===== src/rtl/vga_timing_gen.sv =====
// Raster timing generator: pixel/line counters, registered syncs, decoded
// visible-area and end-of-line/frame strobes, and a completed-frame counter.
module vga_timing_gen #(
    parameter int unsigned H_DISPLAY = 640,
    parameter int unsigned H_FRONT   = 16,
    parameter int unsigned H_SYNC    = 96,
    parameter int unsigned H_BACK    = 48,
    parameter int unsigned V_DISPLAY = 480,
    parameter int unsigned V_FRONT   = 10,
    parameter int unsigned V_SYNC    = 2,
    parameter int unsigned V_BACK    = 33,
    parameter bit          SYNC_POL  = 1'b0
) (
    input  logic       clk,
    input  logic       rst_n,
    input  logic       ena,
    output logic [9:0] x,
    output logic [9:0] y,
    output logic       hsync,
    output logic       vsync,
    output logic       display_on,
    output logic       line_end,
    output logic       frame_end,
    output logic [7:0] frame_count
);

    localparam int unsigned H_TOTAL = H_DISPLAY + H_FRONT + H_SYNC + H_BACK;
    localparam int unsigned V_TOTAL = V_DISPLAY + V_FRONT + V_SYNC + V_BACK;

    generate
        if (H_TOTAL > 1024 || V_TOTAL > 1024) begin : g_size_check
            $error("vga_timing_gen: H_TOTAL and V_TOTAL must not exceed 1024");
        end
    endgenerate

    localparam logic [9:0]  H_LAST   = 10'(H_TOTAL - 1);
    localparam logic [9:0]  V_LAST   = 10'(V_TOTAL - 1);
    // Window bounds can reach 1024, so they are compared one bit wider than x/y.
    localparam logic [10:0] H_VIS    = 11'(H_DISPLAY);
    localparam logic [10:0] V_VIS    = 11'(V_DISPLAY);
    localparam logic [10:0] HS_START = 11'(H_DISPLAY + H_FRONT);
    localparam logic [10:0] HS_END   = 11'(H_DISPLAY + H_FRONT + H_SYNC);
    localparam logic [10:0] VS_START = 11'(V_DISPLAY + V_FRONT);
    localparam logic [10:0] VS_END   = 11'(V_DISPLAY + V_FRONT + V_SYNC);

    logic [9:0] x_next;
    logic [9:0] y_next;
    logic       hs_next;
    logic       vs_next;

    always_comb begin
        line_end   = (x == H_LAST);
        frame_end  = line_end && (y == V_LAST);
        display_on = ({1'b0, x} < H_VIS) && ({1'b0, y} < V_VIS);

        x_next = line_end ? '0 : x + 10'd1;
        y_next = y;
        if (line_end) begin
            y_next = (y == V_LAST) ? '0 : y + 10'd1;
        end

        // Syncs are registered from the next coordinates so they line up with x/y.
        hs_next = ({1'b0, x_next} >= HS_START) && ({1'b0, x_next} < HS_END);
        vs_next = ({1'b0, y_next} >= VS_START) && ({1'b0, y_next} < VS_END);
    end

    always_ff @(posedge clk or negedge rst_n) begin
        if (!rst_n) begin
            x           <= '0;
            y           <= '0;
            hsync       <= ~SYNC_POL;
            vsync       <= ~SYNC_POL;
            frame_count <= '0;
        end else if (ena) begin
            x     <= x_next;
            y     <= y_next;
            hsync <= hs_next ? SYNC_POL : ~SYNC_POL;
            vsync <= vs_next ? SYNC_POL : ~SYNC_POL;
            if (frame_end) begin
                frame_count <= frame_count + 8'd1;
            end
        end
    end

endmodule


===== config.mk =====
export PLATFORM = sky130hd
export DESIGN_NAME = vga_timing_gen
export DESIGN_NICKNAME = d
export VERILOG_FILES = /design/src/rtl/vga_timing_gen.sv
export SDC_FILE = /design/constraint.sdc
export NUM_CORES = 1
export LEC_CHECK = 0
export BUFFER_PORTS_ARGS = -buffer_cell sky130_fd_sc_hd__buf_2
export CAP_MARGIN = 20
export CORE_UTILIZATION = 45
export CTS_CLUSTER_DIAMETER = 40
export DETAILED_ROUTE_END_ITERATION = 10
export GPL_TIMING_DRIVEN = 0
export PLACE_DENSITY = 0.67
export SETUP_SLACK_MARGIN = 0.05
export SYNTH_ARGS = -nofsm -noshare
export SYNTH_HDL_FRONTEND = slang
export SYNTH_SLANG_ARGS = --single-unit

===== constraint.sdc =====
create_clock -name clk -period 3.57 [get_ports clk]
set_input_delay 0.357 -clock clk [delete_from_list [all_inputs] [get_ports clk]]
set_output_delay 0.357 -clock clk [all_outputs]
set_load 0.01 [all_outputs]

==> results of run 1 <==
area by class of cell:
class / instances / area, um2
clock buffers: 6 / 82.58
well taps: 50 / 62.56
plain buffers: 13 / 58.81
fillers: 369 / 1804
multi-input cells: 152 / 1022
clock inverters: 2 / 12.51
flip-flops and latches: 30 / 753.2
inverters: 9 / 33.78
repair buffers: 34 / 170.2
worst min-delay path by stage:
| stage | endpoint |
|---|---|
| floorplan | frame_count[0] |
| global placement | x[9] |
| detailed placement | x[6] |
| CTS | x[6] |
| global route | x[6] |
| finish | x[6] |
where the power goes:
group          internal [mW]  switching [mW]  total (mW)  leakage [nW]
logic                 0.0913           0.122       0.213         0.524
registers              0.376          0.0598       0.436         0.391
clock network          0.155           0.134       0.289        0.0472
total                  0.622           0.316       0.938         0.962
critical path, cell delays in order, from the launching register on:
cell and delay, ps:
dfrtp_1 450, ha_1 250, and4_1 180, buf_2 180, nand3_2 100, clkbuf_1 380
inv_1 210, buf_2 190
registers in the layout, indices dropped and copies added (netlist names):
name,count
frame_count,8
y,10
vsync,1
x,10
hsync,1
metal layers:
metal | vias up | wire length (um)
met3 | 7 | 148
met4 | 0 | 77
met2 | 36 | 1988
li1 | 834 | -
met1 | 796 | 1980
met5 | - | 0
stage by stage:
stage | instance area [um2] | utilization, %
floorplan | 1868 | -
global placement | 2101 | 52.52
detailed placement | 2101 | 52.52
CTS | 2196 | 54.90
global route | 2196 | 54.90
finish | 2196 | 54.90
layout by cell type (no fill, tap or decap), types with 2 or more instances in the layout:
| cell type | netlist | final |
|---|---|---|
| o31ai_1 | 4 | 4 |
| o41ai_1 | 2 | 2 |
| xor2_1 | 5 | 5 |
| ha_1 | 5 | 5 |
| a41oi_1 | 2 | 2 |
| mux2_2 | 2 | 2 |
| or3_1 | 3 | 3 |
| nand2_1 | 24 | 24 |
| nor4_2 | 2 | 2 |
| clkbuf_8 | 0 | 6 |
| nand4_1 | 5 | 5 |
| nor4_1 | 2 | 2 |
| a211oi_1 | 2 | 2 |
| dfrtp_1 | 28 | 28 |
| a31oi_1 | 3 | 3 |
| o21a_1 | 2 | 2 |
| buf_2 | 2 | 36 |
| nor4b_4 | 2 | 2 |
| o21ai_0 | 16 | 16 |
| xnor2_1 | 8 | 8 |
| nor2_1 | 9 | 9 |
| nand3_1 | 13 | 13 |
| o211ai_1 | 2 | 2 |
| nor3_1 | 3 | 3 |
| dfstp_2 | 2 | 2 |
| a21oi_1 | 7 | 7 |
| clkbuf_1 | 9 | 9 |
| and4_1 | 4 | 4 |
| and3_1 | 4 | 4 |
| inv_1 | 9 | 9 |
kinds of logic (layout without fill, tap and decap cells):
logic type / Yosys count / after routing / share of synthesized area, %
compound gates: 50 / 50 / 18.08
xor+xnor: 13 / 13 / 6.095
fa+ha+maj: 5 / 5 / 3.349
buf+inv: 22 / 64 / 4.956
flops: 30 / 30 / 40.32
mux: 3 / 3 / 1.741
simple gates: 81 / 81 / 25.45
==> impl_results.md, run 1 <==
- Status: complete, no violations
- GRT busiest layer: met2
- Number of setup buffers added after CTS: 0
- First-pass GRT wire length: 6996 um
- Worst r2r dst: frame_count[7]
- Final worst path period need: 2582 ps
- DP HPWL: 3059 um
- Height of the die: 66.43 um
- CTS Buffer Depth: 2
- Total Power: 0.9376 mW
- DRC viols: 0
- Core area: 0.004000 mm2
- I/O pins: 36
- Critical path peak fanout: 10
- Initial DRC count: 113
- Crit path arrival time: 2220 ps
- Rows: 23
- Period utilisation layout: 72.32%
- Final hold slack: 107.4 ps
- Final nets: 253
- Setup TNS Final: 0 ps
- Worst Setup End Kind: primary output
- Synth Instances: 204
- H-tree Lvls: 2
- Final count of hold timing violations: 0
- GRT Resource Usage Total: 21.27%
- Die area: 0.004413 mm2
- Via count: 1673
- Biggest area consumer among synthesized cells: dfrtp_1
- Starting Density: 46.70%
- Reg2reg start: y[0]
- DRT Wirelength: 4194 um
- Dpl ws: 1287 ps
- Clk slew on worst S/H paths: 70 ps
- Total gr overflow: 0
- Root buf cell: clkbuf_8
- Number of vias per cell: 5.652
- Dominant synthesized flop cell: dfrtp_1
- Clk_lat worst skew: 280 ps
- Post-synth EDFFs: 0
- Reg2Reg Depth: 7
- Top cell type's share of synthesized area: 37.51%
- Top-count cell post-synth: dfrtp_1
- Ys async rst share: 100.0%
- Met1 Use GR: 27.25%
- Critical Path RT: 3210 ps
- Crit Path Category: flip-flop to primary output
- Number of max-cap violations: 0
- Met3 GRT Util: 5.172%
- Met2 Usage GRT: 33.93%
- Antenna violations before repair: 0
- Port bufs: 34
- CTS tree: done
- Top cells by area, synth: dfrtp_1 (38%), nand2_1 (4.8%), o21ai_0 (4.3%)
- Syn-to-layout area delta: 17.55%
- Startpoint Class: flip-flop
- First element of the critical path: x[0]
- Setup WS post-layout: 988.1 ps
- Drt wl/cell: 14.17 um
- VDD IR max: 0.0002331 V
- Top post-synthesis cells by count: dfrtp_1 (28), nand2_1 (24), o21ai_0 (16), nand3_1 (13)
- Slew headroom: 54.90%
- Internal reg-to-reg setup slack: 1310 ps
- Synth unique cells: 52
- DRT antenna net count: 0
- Ant. Diodes: 0
- Cell area power density: 427.0 mW/mm2
- Post-synthesis cell area: 0.001868 mm2
- Worst slew pin tran: 676.5 ps
- TritonCTS Buffers: 5
- FF+latch count, synth: 30
- Fmax: 0.3873 GHz
- CTS resizes: 0
- CTS Hold Bufs: 0
- Leakage: 0.9624 nW
- Fin. max-slew vios: 0
- RSZ-0062 raised after global routing: false
- Yosys warns: 0
- Inst Count DP: 288
- Number of global-route vias before repair: 1483
- GPL Wtd Cong: 0.8755
- Mean Syn Cell Area: 9.157 um2
- First drt pass iteration count: 4
- Post-synthesis sequential area ratio: 40.32%
- Crit path to: line_end
- Final cell count without fillers: 296
- HP Class: input pin to async pin
- Syn Nets: 212
- Clock skew: 7.512 ps
- Final Setup Violations: 0
- Pin count of the biggest net entering global routing: 31
- Clk sinks: 30
- Share of cells above drive strength 1: 23.17%
- Die W: 66.43 um
(Power assumes the default switching activity.)
==> run 2, diff against run 1 <==
--- a/config.mk
+++ b/config.mk
@@ -5,13 +5,14 @@
 export SDC_FILE = /design/constraint.sdc
 export NUM_CORES = 1
 export LEC_CHECK = 0
+export ABC_AREA = 1
 export BUFFER_PORTS_ARGS = -buffer_cell sky130_fd_sc_hd__buf_2
 export CAP_MARGIN = 20
 export CORE_UTILIZATION = 45
 export CTS_CLUSTER_DIAMETER = 40
 export DETAILED_ROUTE_END_ITERATION = 10
 export GPL_TIMING_DRIVEN = 0
-export PLACE_DENSITY = 0.67
+export PLACE_DENSITY = 0.7
 export SETUP_SLACK_MARGIN = 0.05
 export SYNTH_ARGS = -nofsm -noshare
 export SYNTH_HDL_FRONTEND = slang
==> constraint.sdc (replaced) <==
create_clock -name clk -period 2.3 [get_ports clk]
set_input_delay 0.23 -clock clk [delete_from_list [all_inputs] [get_ports clk]]
set_output_delay 0.23 -clock clk [all_outputs]
set_load 0.01 [all_outputs]
==> impl_results.md, run 2 <==
- Status: complete, but fails checks
- Final nets: 291 (+15%)
- Die area: 0.004332 mm2 (-1.8%)
- Drt wl/cell: 12.15 um (-14%)
- Die W: 65.82 um (-0.92%)
- Port bufs: 35 (+2.9%)
- Cell area power density: 766.6 mW/mm2 (+80%)
- Setup TNS Final: 0 ps (unchanged)
- Simple-gate share of the synthesized area: 33.45% (+8.0 points)
- Via count: 1639 (-2.0%)
- Setup WS post-layout: 234.1 ps (-754.0 ps)
- I/O pins: 36 (unchanged)
- Clk_lat worst skew: 280 ps (about the same)
- Critical Path RT: 2070 ps (-1140 ps)
- First drt pass iteration count: 4 (unchanged)
- Ys async rst share: 100.0% (unchanged)
- Initial DRC count: 88 (-22%)
- Slew headroom: 54.25% (-0.65 points)
- CTS resizes: 0 (unchanged)
- HP Class: input pin to async pin
- Antenna violations before repair: 0 (unchanged)
- Post-synth EDFFs: 0 (unchanged)
- Root buf cell: clkbuf_8
- Top cell type's share of synthesized area: 38.23% (+0.72 points)
- Starting Density: 48.61% (+1.9 points)
- Final worst path period need: 2066 ps
- Top-count cell post-synth: nand2_1
- Number of vias per cell: 4.937 (-13%)
- GRT Resource Usage Total: 21.58% (+0.31 points)
- Post-Synth Adder-Cell Area: 3.413% (+0.064 points)
- Height of the die: 65.82 um (-0.92%)
- Internal reg-to-reg setup slack: 370 ps (-940 ps)
- DRT antenna net count: 0 (unchanged)
- Most common cell after layout, fill and taps aside: nand2_1
- DRT Wirelength: 4034 um (-3.8%)
- Post-synthesis sequential area ratio: 41.09% (+0.77 points)
- Worst slew pin tran: 686.3 ps (+9.815 ps)
- FF+latch count, synth: 30 (unchanged)
- Syn Nets: 249 (+17%)
- Final cell count without fillers: 332 (+12%)
- Failing checks: hold timing
- Period utilisation layout: 89.82%
- Clock skew: 8.631 ps (+1.119 ps)
- RSZ-0062 raised after global routing: false
- Top flop regs: x: 10 flops, y: 10 flops, frame_count: 8 flops
- Total gr overflow: 0 (unchanged)
- Crit Path Category: flip-flop to primary output
- Number of setup buffers added after CTS: 0 (unchanged)
- DP HPWL: 2990 um (-2.3%)
- Final hold slack: -15.13 ps (-122.5 ps)
- Rows: 22 (-4.3%)
- Final Setup Violations: 0 (unchanged)
- Ant. Diodes: 0 (unchanged)
- Biggest area consumer among synthesized cells: dfrtp_1
- GPL Wtd Cong: 0.8495 (-3.0%)
- Synth Instances: 241 (+18%)
- CTS Buffer Depth: 2 (unchanged)
- Fill cell count: 369 (unchanged)
- Post-synthesis cell area: 0.001833 mm2 (-1.9%)
- Synth unique cells: 29 (-44%)
- Syn-to-layout area delta: 18.77%
- Mux cell area share after synthesis: 0.6143% (-1.1 points)
- Fin. max-slew vios: 0 (unchanged)
- Post-synthesis xor/xnor area fraction: 5.734% (-0.36 points)
- Core area: 0.003771 mm2 (-5.7%)
- Number of max-cap violations: 0 (unchanged)
- Worst Setup End Kind: primary output
- Total Power: 1.669 mW (+78%)
- VDD IR max: 0.0005613 V (+140%)
- DRC viols: 0 (unchanged)
- First-pass GRT wire length: 7003 um (+0.10%)
- Critical path peak fanout: 10 (unchanged)
- Clk slew on worst S/H paths: 70 ps (about the same)
- Clk sinks: 30 (unchanged)
- H-tree Lvls: 2 (unchanged)
- Crit path arrival time: 1840 ps (-380 ps)
- Inst Count DP: 324 (+13%)
- Yosys warns: 0 (unchanged)
- Dominant synthesized flop cell: dfrtp_1
- TritonCTS Buffers: 5 (unchanged)
- Main combinational cell family by area after synthesis: simple AND/OR/NAND/NOR gates
- Share of cells above drive strength 1: 20.77% (-2.4 points)
- Commonest non-fill, non-tap cells in the layout: nand2_1 (65), buf_2 (35), inv_1 (33)
- Fmax: 0.4840 GHz
- Top cells by area, synth: dfrtp_1 (38%), nand2_1 (13%), inv_1 (6.8%)
- Pin count of the biggest net entering global routing: 31 (unchanged)
- Leakage: 1.217 nW (+26%)
- CTS tree: done
- Mean Syn Cell Area: 7.606 um2 (-17%)
- Top post-synthesis cells by count: nand2_1 (65), inv_1 (33), dfrtp_1 (28), nor2_1 (25)
- CTS Hold Bufs: 0 (unchanged)
- Dpl ws: 379.6 ps (-907.1 ps)
- Number of global-route vias before repair: 1524 (+2.8%)
- Final count of hold timing violations: 19 (+19)
- Startpoint Class: flip-flop
- Compound-Gate Fraction of Synth Area: 7.713% (-10 points)
## run 2: cell types whose count changed after synthesis, moves of 4 or more
cell      delta
o31ai_1      -4
nand2_1     +41
nand3_1      +6
xnor2_1      -6
nor2_1      +16
clkbuf_1     -6
and4_1       -4
inv_1       +24
xor2_1       +5
and3_1       -4
## run 2: logic make-up (layout without fill, tap and decap cells)
kind of cell | Yosys count | count (layout)
xor+xnor | 12 | 12
simple gates | 128 | 128
mux | 1 | 1
compound gates | 27 | 27
buf+inv | 38 | 81
flops | 30 | 30
fa+ha+maj | 5 | 5
## run 2: layout make-up
type	count	area (um2)	area share (%)
Tap cell	48	60.06	2.759
Inverter	34	127.6	5.862
Sequential cell	30	753.2	34.60
Clock inverter	3	40.04	1.839
Timing Repair Buffer	35	175.2	8.046
Clock buffer	5	68.82	3.161
Buffer	4	18.77	0.8621
Multi-Input combinational cell	173	933.4	42.87
## run 2: final timing paths
check                          startpoint        endpoint  cells past startpoint
setup / recovery                     x[0]       frame_end                      7
hold / removal                      rst_n            y[1]                      1
setup reg to reg                     x[0]           vsync                      9
hold reg to reg            frame_count[7]  frame_count[7]                      1
max in group asynchronous           rst_n            y[2]                      1
min in group clk                      ena            y[4]                      4
## run 2: power by group
group	total, mW	internal [mW]	switching, mW
registers	0.728	0.607	0.121
logic	0.413	0.160	0.253
clock network	0.528	0.319	0.209
total	1.67	1.09	0.583
## run 2: worst max-delay path: stages, from the launching register on
cell and delay (ps):
dfrtp_1 410, ha_1 260, nand4_4 170, nor2_8 230
buf_4 220, nand2_1 90, inv_1 60, buf_2 120
## run 2: metrics by stage
stage               utilization [%]  area [um2]
global placement              54.84        2068
finish                        57.73        2177
floorplan                         -        1833
detailed placement            54.84        2068
CTS                           57.73        2177
global route                  57.73        2177
## run 2: metal layers
| layer | GRT usage [%] | part of all wire [%] |
|---|---|---|
| met1 | 30.81 | 50 |
| met2 | 31.89 | 45 |
| met3 | 4.138 | 4.0 |
| met4 | 8.424 | 1.7 |
| met5 | 0 | 0 |
==> run 3, diff against run 2 <==
--- a/config.mk
+++ b/config.mk
@@ -6,7 +6,7 @@
 export NUM_CORES = 1
 export LEC_CHECK = 0
 export ABC_AREA = 1
-export BUFFER_PORTS_ARGS = -buffer_cell sky130_fd_sc_hd__buf_2
+export BUFFER_PORTS_ARGS = -buffer_cell sky130_fd_sc_hd__buf_4
 export CAP_MARGIN = 20
 export CORE_UTILIZATION = 45
 export CTS_CLUSTER_DIAMETER = 40
==> impl_results.md, run 3 (same netlist as run 2, synthesis figures left out) <==
- Status: complete, no violations
- VDD IR max: 0.0003715 V (-34%)
- Final count of hold timing violations: 0 (-19)
- Number of setup buffers added after CTS: 0 (unchanged)
- Startpoint Class: flip-flop
- Top flop regs: x: 10 flops, y: 10 flops, frame_count: 8 flops
- Period utilisation layout: 91.61% (+1.8 points)
- DRT antenna net count: 0 (unchanged)
- Critical Path RT: 2070 ps (about the same)
- GRT Resource Usage Total: 22.27% (+0.69 points)
- Number of max-cap violations: 0 (unchanged)
- Syn-to-layout area delta: 23.14%
- Total gr overflow: 0 (unchanged)
- Port bufs: 35 (unchanged)
- Root buf cell: clkbuf_8
- I/O pins: 36 (unchanged)
- First-pass GRT wire length: 7162 um (+2.3%)
- Drt wl/cell: 12.41 um (+2.1%)
- Met1 Use GR: 31.33% (+0.51 points)
- Leakage: 1.226 nW (+0.77%)
- Final nets: 292 (+0.34%)
- RSZ-0062 raised after global routing: false
- Core area: 0.003771 mm2 (unchanged)
- Final worst path period need: 2107 ps (+41.17 ps)
- Number of vias per cell: 5.057 (+2.4%)
- GPL Wtd Cong: 0.8496 (about the same)
- Slew headroom: 67.17% (+13 points)
- Fin area: 0.002257 mm2 (+3.7%)
- Met2 Usage GRT: 33.80% (+1.9 points)
- Share of cells above drive strength 1: 20.35% (-0.42 points)
- Number of global-route vias before repair: 1546 (+1.4%)
- Fin. max-slew vios: 0 (unchanged)
- TritonCTS Buffers: 5 (unchanged)
- Final hold slack: 294.8 ps (+309.9 ps)
- Crit path arrival time: 1880 ps (+40 ps)
- Die W: 65.82 um (unchanged)
- Met3 GRT Util: 3.621% (-0.52 points)
- Commonest non-fill, non-tap cells in the layout: nand2_1 (65), buf_4 (36), inv_1 (33)
- Most common cell after layout, fill and taps aside: nand2_1
- DRC viols: 0 (unchanged)
- Clk slew on worst S/H paths: 70 ps (about the same)
- Initial DRC count: 106 (+20%)
- Crit Path Category: flip-flop to primary output
- Clock skew: 4.740 ps (-3.891 ps)
- Height of the die: 65.82 um (unchanged)
- Final Setup Violations: 0 (unchanged)
- Worst slew pin tran: 492.5 ps (-193.8 ps)
- Die area: 0.004332 mm2 (unchanged)
- Clk sinks: 30 (unchanged)
- First drt pass iteration count: 4 (unchanged)
- DRT Wirelength: 4132 um (+2.4%)
- CTS Buffer Depth: 2 (unchanged)
- Placed Area: 0.002156 mm2 (+4.2%)
- GRT busiest layer: met2
- Internal reg-to-reg setup slack: 360 ps (about the same)
- Critical path peak fanout: 10 (unchanged)
- Worst Setup End Kind: primary output
- Setup TNS Final: 0 ps (unchanged)
- CTS tree: done
- Cell area power density: 728.6 mW/mm2 (-5.0%)
- Fmax: 0.4746 GHz (-2.0%)
- Clk_lat worst skew: 280 ps (about the same)
- Rows: 22 (unchanged)
- Starting Density: 48.61% (unchanged)
- Pin count of the biggest net entering global routing: 31 (unchanged)
- H-tree Lvls: 2 (unchanged)
- Ant. Diodes: 0 (unchanged)
- HP Class: input pin to flip-flop
- Antenna violations before repair: 0 (unchanged)
- Via count: 1684 (+2.7%)
- DP HPWL: 3018 um (+0.94%)
-- run 3: critical path, stage by stage, from the launching register on --
cell	delay, ps
dfrtp_1	420
ha_1	270
nand4_4	170
nor2_8	240
buf_4	220
nand2_1	90
inv_1	70
buf_4	110
-- run 3: worst paths after layout --
check,endpoint,from,cells after the start
max in group asynchronous,hsync,rst_n,2
min in group asynchronous,y[0],rst_n,2
min,x[3],ena,4
min reg2reg,frame_count[7],frame_count[7],1
max reg2reg,vsync,x[0],9
max,frame_end,x[0],7
-- run 3: repair_timing --
| item | in CTS | in global routing |
|---|---|---|
| hold buffers | 1 | 0 |
| resized for setup | 0 | 0 |
| hold endpoints to repair | 28 | 0 |
-- run 3: power by group --
group          internal [mW]  leakage [nW]  total, mW  switching (mW)
combinational          0.205         0.794      0.463           0.257
sequential             0.607         0.384      0.734           0.127
clock                  0.241        0.0482      0.448           0.206
-- run 3: per-layer routing --
metal	up-vias	wire length (um)
met5	-	0
met4	0	53
met3	6	291
met2	50	1815
met1	774	1972
li1	854	-
-- run 3: final cells by class --
cell class              instances  area, um2
inverters                      34      127.6
well taps                      48      60.06
flip-flops and latches         30      753.2
fillers                       343       1514
clock buffers                   7      86.33
repair buffers                 36      272.8
plain buffers                   4      18.77
multi-input cells             173      933.4
clock inverters                 1      5.005
-- run 3: metrics by stage --
step | cells | power [mW] | setup WS, ps | utilization [%]
final | 333 | 1.644 | 192.9 | 59.85
after global routing | 333 | 1.753 | 94.22 | 59.85
after CTS | 333 | 1.649 | 208.0 | 59.85
after detailed placement | 324 | 1.202 | 371.5 | 57.17
after global placement | 324 | 1.194 | 404.5 | 57.17
after floorplan | 241 | 0.9972 | 604.0 | -
